--- src/rtl/fifo_n_pop_sched.sv ---
// Pop scheduler for the multi-VQ FIFO: round-robin selection over non-empty,
// enabled VQs, credit-limited so that every pop has a guaranteed slot in the
// small output buffer that absorbs the FIFO's one-cycle read latency.
//
// Output stream handshake: a beat transfers in any cycle where out_valid and
// out_ready are both high; while out_valid is high and out_ready is low the
// head entry (out_vq/out_data) is held stable, and out_valid never drops
// without a transfer except on reset.
module fifo_n_pop_sched #(
   parameter int VQ_N  = 8,
   parameter int W     = 32,
   parameter int DEPTH = 2
) (
   input  logic                    clk,
   input  logic                    rst_n,
   input  logic [VQ_N-1:0]         vq_en,
   input  logic [VQ_N-1:0]         empty_i,
   output logic                    pop,
   output logic [$clog2(VQ_N)-1:0] pop_vq,
   input  logic                    pop_data_valid_r,
   input  logic [$clog2(VQ_N)-1:0] pop_data_vq_r,
   input  logic [W-1:0]            pop_data_w,
   output logic                    out_valid,
   output logic [$clog2(VQ_N)-1:0] out_vq,
   output logic [W-1:0]            out_data,
   input  logic                    out_ready,
   output logic                    err_r
);

   localparam int VW = $clog2(VQ_N);
   localparam int CW = $clog2(DEPTH + 1);
   localparam int PW = (DEPTH > 1) ? $clog2(DEPTH) : 1;

   logic [VQ_N-1:0] elig;
   logic [VW-1:0]   grant;
   logic            found;
   logic            deq;
   logic            allowed;
   logic [CW-1:0]   cnt_r;
   logic [CW-1:0]   cnt_deq;
   logic [VW-1:0]   rr_ptr_r;
   logic [VW-1:0]   rr_ptr_d;
   logic            infl_r;
   logic [VW-1:0]   infl_vq_r;

   // Buffer pointers carry a wrap bit on top so full and empty are distinguishable.
   logic [VW-1:0]   vq_mem_q   [DEPTH];
   logic [W-1:0]    data_mem_q [DEPTH];
   logic [PW:0]     rd_q;
   logic [PW:0]     wr_q;
   logic            buf_empty;
   logic            buf_full;
   logic            wr;
   logic            wr_ok;

   function automatic logic [PW:0] ptr_inc(input logic [PW:0] p);
      if (p[PW-1:0] == PW'(DEPTH - 1)) return {~p[PW], PW'(0)};
      else                             return {p[PW], p[PW-1:0] + PW'(1)};
   endfunction

   assign elig      = vq_en & ~empty_i;
   assign buf_empty = (rd_q == wr_q);
   assign buf_full  = (rd_q[PW-1:0] == wr_q[PW-1:0]) && (rd_q[PW] != wr_q[PW]);
   assign out_valid = ~buf_empty;
   assign out_vq    = vq_mem_q[rd_q[PW-1:0]];
   assign out_data  = data_mem_q[rd_q[PW-1:0]];
   assign deq       = out_valid & out_ready;
   // A dequeue this cycle frees a credit for a pop in the same cycle.
   assign cnt_deq   = cnt_r - CW'(deq);
   assign allowed   = cnt_deq < CW'(DEPTH);
   // Gated by rst_n so the strobe drops the moment reset is asserted.
   assign pop       = rst_n & found & allowed;
   assign pop_vq    = pop ? grant : '0;
   assign rr_ptr_d  = VW'((32'(grant) + 32'd1) % 32'(VQ_N));
   assign wr        = pop_data_valid_r & infl_r;
   assign wr_ok     = wr & (~buf_full | deq);

   // Round-robin grant: first eligible VQ at or above rr_ptr_r, wrapping.
   always_comb begin
      logic [VW-1:0] idx;
      idx   = '0;
      grant = '0;
      found = 1'b0;
      for (int i = 0; i < VQ_N; i++) begin
         idx = VW'((32'(rr_ptr_r) + 32'(i)) % 32'(VQ_N));
         if (!found && elig[idx]) begin
            found = 1'b1;
            grant = idx;
         end
      end
   end

   // Scheduler state: priority pointer, credit count and in-flight tracking.
   always_ff @(posedge clk or negedge rst_n) begin
      if (!rst_n) begin
         rr_ptr_r  <= '0;
         cnt_r     <= '0;
         infl_r    <= 1'b0;
         infl_vq_r <= '0;
      end else begin
         cnt_r  <= cnt_deq + CW'(pop);
         infl_r <= pop;
         if (pop) begin
            rr_ptr_r  <= rr_ptr_d;
            infl_vq_r <= grant;
         end
      end
   end

   // Output buffer: tail write on legitimate returns, head advance on dequeue.
   always_ff @(posedge clk or negedge rst_n) begin
      if (!rst_n) begin
         rd_q <= '0;
         wr_q <= '0;
         for (int i = 0; i < DEPTH; i++) begin
            vq_mem_q[i]   <= '0;
            data_mem_q[i] <= '0;
         end
      end else begin
         if (deq) rd_q <= ptr_inc(rd_q);
         if (wr_ok) begin
            vq_mem_q[wr_q[PW-1:0]]   <= pop_data_vq_r;
            data_mem_q[wr_q[PW-1:0]] <= pop_data_w;
            wr_q                     <= ptr_inc(wr_q);
         end
      end
   end

   // Sticky protocol error: orphan return, missing return, VQ mismatch, overflow.
   always_ff @(posedge clk or negedge rst_n) begin
      if (!rst_n) begin
         err_r <= 1'b0;
      end else if ((pop_data_valid_r & ~infl_r) |
                   (infl_r & ~pop_data_valid_r) |
                   (wr & (pop_data_vq_r != infl_vq_r)) |
                   (wr & buf_full & ~deq)) begin
         err_r <= 1'b1;
      end
   end

endmodule

--- config.mk ---
export PLATFORM = sky130hd
export DESIGN_NAME = fifo_n_pop_sched
export DESIGN_NICKNAME = d
export VERILOG_FILES = /design/src/rtl/fifo_n_pop_sched.sv
export SDC_FILE = /design/constraint.sdc
export NUM_CORES = 1
export LEC_CHECK = 0
export BUFFER_PORTS_ARGS = -buffer_cell sky130_fd_sc_hd__buf_2
export CAP_MARGIN = 30
export CORE_ASPECT_RATIO = 1.2
export CORE_MARGIN = 1
export CORE_UTILIZATION = 30
export CTS_CLUSTER_SIZE = 20
export DETAILED_ROUTE_END_ITERATION = 8
export GPL_TIMING_DRIVEN = 0
export SYNTH_ARGS = -nofsm -noshare
export SYNTH_HDL_FRONTEND = slang
export SYNTH_SLANG_ARGS = --single-unit
--- constraint.sdc ---
create_clock -name clk -period 4.31 [get_ports clk]
set_input_delay 0.6465 -clock clk [delete_from_list [all_inputs] [get_ports clk]]
set_output_delay 0.6465 -clock clk [all_outputs]
set_load 0.01 [all_outputs]
# After elaboration in Yosys (flattened, before gate mapping)
# Cells that the tools add are included.
[totals]
ff_bits = 84
latchBits = 0
mem_bits_rw = 0
mem_bits_ro = 0
inputBits = 55
elab_cells = 131
n_memories = 0
[classes]
addsub = 12
multipliers = 0
div_mod_pow = 0
order_cmp = 12
n_eq_ne = 4
n_shift = 0
muxes = 47
bitwise = 25
reduce_logical = 18
[ops]
columns = ["op", "count"]
rows = [
  ["$mux W32", 4],
  ["$bwmux W64", 1],
  ["$mux W3", 13],
  ["$demux W32 S1", 1],
  ["$lt A3 B4 Y1 const B", 8],
  ["$bmux W1 S3", 8],
  ["$mux W1", 18],
  ["$add A3 B3 Y3 const B", 4],
  ["$and A1 B1 Y1", 10],
  ["$logic_and A1 B1 Y1", 9],
  ["$and A8 B8 Y8", 1],
  ["$not A8 Y8", 1],
  ["$logic_not A1 Y1", 7],
  ["$not A1 Y1", 7],
  ["$add A3 B1 Y3 const B", 2],
  ["$add A3 B2 Y3 const B", 2],
  ["$bwmux W6", 1],
  ["$ge A2 B2 Y1 const B", 2],
  ["$not A1 Y2", 2],
  ["$or A1 B1 Y1", 4],
  ["$reduce_and A2 Y1", 2],
  ["$demux W3 S1", 1],
  ["$ne A3 B3 Y1", 1],
  ["$add A1 B1 Y1 const B", 2],
  ["other kinds (7)", 7],
]

# Depth between registers and ports, before layout
[depth]
word_depth = 29
mapped_depth = 14

# Worst setup path after synthesis
# No wires, ideal clock.
[synth_timing]
path_type = "register to output"
from = "reg rr_ptr_r[0]"
to = "out pop_vq[1]"
t_arrival_ps = 3202
required_ps = 3664
path_slack_ps = 462
path_stages_with_launch = 13
cell_sequence = "dfrtp_1 > buf_6 > inv_4 > buf_6 > ha_1 > xor2_1 > mux4_2 > mux2_2 > or4_4 > or3b_1 > o21a_1 > a31oi_1 > and2_1"
[synth_between]
elab_cells_between_ends = 56
cone_classes = "add/sub (7); mux (33); bitwise (2); reduce/logical (14)"
[synth_lines]
columns = ["item", "line", "text"]
rows = [
  ["from (decl)", "41", "logic [VW-1:0] rr_ptr_r;"],
  ["from (signal assigned)", "104", "rr_ptr_r <= rr_ptr_d;"],
  ["parallel branches: the longest is 23 deep, another holds $add A3 B1 Y3", "-", ""],
  ["$mux W3 *", "86", "if (!found && elig[idx]) begin"],
  ["net grant[1]", "35", "logic [VW-1:0] grant;"],
  ["$mux W3 *", "73", "assign pop_vq = pop ? grant : '0;"],
  ["to (decl)", "19", "output logic [$clog2(VQ_N)-1:0] pop_vq,"],
]
# Mark *: on every way through the listed nets, which the timed path passes. The select of a mux whose other input is x is not followed.

# Worst setup path after layout
[layout_timing]
from = "reg rr_ptr_r[1]"
to = "out pop_vq[1]"
# The elaborated chain is that of the path after synthesis.

==> impl_metrics.tcl <==
set metrics [dict create \
    status "complete, no violations" \
    die_width_um 116.6 \
    critPathRequiredTime_ps 3660 \
    die_h_um 139.5 \
    setup_viol 0 \
    grt_pass1_vias 3453 \
    detail-route-antenna-nets 0 \
    cts.sinks 84 \
    cp_cell_sequence "inv_4 > ha_4 > xor2_4 > mux4_2 > mux2_4 > or4_4 > or3b_1 > o21a_1 > a31oi_4 > and2_1 > buf_2" \
    crit_fanout 10 \
    slowest_stage "or4_4" \
    drt_pass1_iterations 4 \
    hold_viol 0 \
    avgSynthCellArea_um2 12.94 \
    synth_edf_count 0 \
    synth_largest_area_cell "dfrtp_1" \
    worstSetupPathType "reg -> out" \
    startpoint_type "flip-flop" \
    synth_cell_type_count 44 \
    avgViaCountPerCell 4.940 \
    cap_viol_max_count 0 \
    ys_warn_count 0 \
    cts.clk_slew.worst_paths_ps 60 \
    holdCritPathClass "in -> async" \
    rsz0062_at_grt "false" \
    tritoncts "done" \
    dieArea_um2 16260 \
    synth.net_count 426 \
    grt_overflow_total 0 \
    clockRootBuffer "clkbuf_16" \
    wl_um 10620 \
    drc 0 \
    ys_seq_elements 84 \
    core_region_area_um2 15200 \
    clock_latency_ps 320 \
    utilization_pct 38.66 \
    tns_ps 0 \
    synthTopCellsByArea "dfrtp_1 (44%), mux2_2 (27%), mux4_2 (5.2%), mux4_1 (2.2%), mux2i_1 (2.1%)" \
    fmax_mhz 238.3 \
    p_total_mw 4.898 \
    antenna_found_initial 0 \
    h-tree-depth 3 \
    globalplace.congestion 0.8656 \
    track_usage_pct 13.29 \
    synthToLayoutAreaGrowth_pct 24.42 \
    power.density_nw_per_um2 833.2 \
    arrival_ps 3550 \
    syn_inst 365 \
    synth_ff_type "dfrtp_1" \
    cts_hold_buf 0 \
    final_max_slew_viol_count 0 \
    portBuffers 95 \
    reg2reg_depth 13 \
    leakagePower_nw 2.611 \
    slew_headroom_pct 57.18 \
    antenna_cells 0 \
    fillers 1503 \
    ys_seq_area_share_pct 44.49 \
    fin_crit_sh_pct 97.35 \
    cp_slowest_stage_delay_ps 530 \
    nNetsFinal 538 \
    holdWs_ps 289.3 \
    worst_pin_slew_ps 642.3 \
    async_flop_share_pct 100.0 \
    via_count 3374 \
    min_period_ps 4196 \
    grt_pass1_wl_um 17110 \
    drt_iter0_markers 141 \
    dp_hpwl_um 7911 \
    wl_per_cell_um 15.55 \
    io_pins 96 \
    start_util_pct 31.07 \
    rows 49 \
    placed_area_um2 5485 \
    drive_gt1_share_pct 51.98 \
    mappedNetlistArea_um2 4725 \
    grt_max_degree 51 \
    cp-end-kind "primary output" \
    final_area_um2 5878 \
    cts_made_buffers 9 \
    cts_buffer_depth 2 \
    synth_top_area_share_pct 44.49 \
    ir_drop_uv 244.9 \
    clock_skew_ps 5.195 \
]
==> repair_timing <==
| item | in CTS | in global routing |
|---|---|---|
| cloned | 0 | 0 |
| endpoints found under the hold margin | 0 | 0 |
| setup endpoints to repair | 6 | 3 |
| gates resized for setup | 11 | 5 |
| pin swaps | 1 | 0 |
| setup buffers | 2 | 4 |
==> flip-flops by register name, summed over array words and instances, names as in the netlist <==
| register | cells |
|---|---|
| err_r | 1 |
| wr_q | 2 |
| rr_ptr_r | 3 |
| infl_vq_r | 3 |
| infl_r | 1 |
| vq_mem_q | 6 |
| data_mem_q | 64 |
| rd_q | 2 |
| cnt_r | 2 |
==> metal layers <==
layer	vias up	routed length, um	track usage [%]
li1	1576	-	-
met4	0	110	3.264
met2	99	5354	23.48
met1	1690	4642	16.67
met5	-	0	0
met3	9	515	2.134
==> critical path, delay by kind of cell, from the launching register on <==
kind | cells | cell delay, ps
xor+xnor | 1 | 220
buf+inv | 2 | 300
flops | 1 | 480
fa+ha+maj | 1 | 190
simple gates | 3 | 1040
compound gates | 2 | 330
mux | 2 | 670
==> final timing paths <==
kind | start | endpoint | slack, ps
worst max-delay path | rr_ptr_r[1] | pop_vq[1] | 110
worst max register to register | rr_ptr_r[1] | rr_ptr_r[1] | 730
min in group clk | err_r | err_r | 470
worst min-delay path | rst_n | data_mem_q[9] | 290
max in group asynchronous | rst_n | data_mem_q[26] | 3420
worst min register to register | err_r | err_r | 470
==> placed cells by master (no fill, tap or decap), types with 3 or more instances in the layout <==
cell,netlist,routed
clkbuf_1,14,14
and2_1,3,3
nor2_1,7,7
mux4_2,11,11
inv_1,6,6
mux2i_1,10,10
ha_1,6,5
nor2b_1,8,8
and3b_1,4,4
dfrtp_1,84,83
nand2_1,16,16
buf_2,0,94
buf_4,0,7
nand4_1,3,3
clkbuf_16,0,9
mux2_2,112,111
o21ai_0,7,7
nand2b_1,8,8
xnor2_1,11,10
nand3_1,4,4
mux4_1,4,4
a2111oi_0,3,3
a31oi_1,8,7
a21oi_1,3,3
==> area by class of cell <==
| class | count | area, um^2 | share of cell area [%] |
|---|---|---|---|
| multi-input cells | 253 | 2562 | 43.59 |
| flip-flops and latches | 84 | 2103 | 35.78 |
| clock inverters | 3 | 40.04 | 0.6811 |
| inverters | 10 | 52.55 | 0.8940 |
| repair buffers | 102 | 550.5 | 9.366 |
| plain buffers | 17 | 75.07 | 1.277 |
| clock buffers | 10 | 239.0 | 4.066 |
| well taps | 204 | 255.2 | 4.342 |
==> power breakdown <==
group | switching (mW) | internal, mW | total, mW
clock network | 0.274 | 0.452 | 0.726
registers | 0.192 | 1.19 | 1.38
logic | 1.35 | 1.44 | 2.79
==> logic make-up (layout without fill, tap and decap cells) <==
family / Yosys count / count (layout) / share of synthesized area (%)
AND/OR/NAND/NOR: 62 / 62 / 7.389
XOR/XNOR: 14 / 14 / 2.595
buffers and inverters: 28 / 142 / 2.595
AO/OA/AOI/OAI: 33 / 33 / 4.820
adder cells (fa/ha/maj): 6 / 6 / 1.589
multiplexers: 138 / 138 / 36.52
flip-flops: 84 / 84 / 44.49
==> stage by stage <==
| stage | std cells | setup WS (ps) |
|---|---|---|
| after floorplan | 365 | 461.8 |
| after global placement | 664 | -400.8 |
| after detailed placement | 665 | -368.7 |
| after CTS | 679 | 18.09 |
| after global routing | 683 | 3.920 |
| final | 683 | 114.3 |
==> synthesized netlist by cell type (2+ instances only) <==
cell and number:
a221oi_1 2, buf_1 2, o21a_1 2, o21ai_0 7, nand4_1 3, nand2_1 16
nand2b_1 8, and3b_1 4, dfrtp_1 84, and2_1 3, nor2_1 7, xor2_1 3
a2111oi_0 3, mux4_2 11, nand3_1 4, inv_1 6, nor3b_1 2, ha_1 6
a31oi_1 8, clkinv_1 3, a211o_1 2, nor2b_1 8, xnor2_1 11, a21oi_1 3
clkbuf_1 14, buf_6 2, mux2_2 112, mux4_1 4, mux2i_1 10
Power figures use the tool's default switching activity.
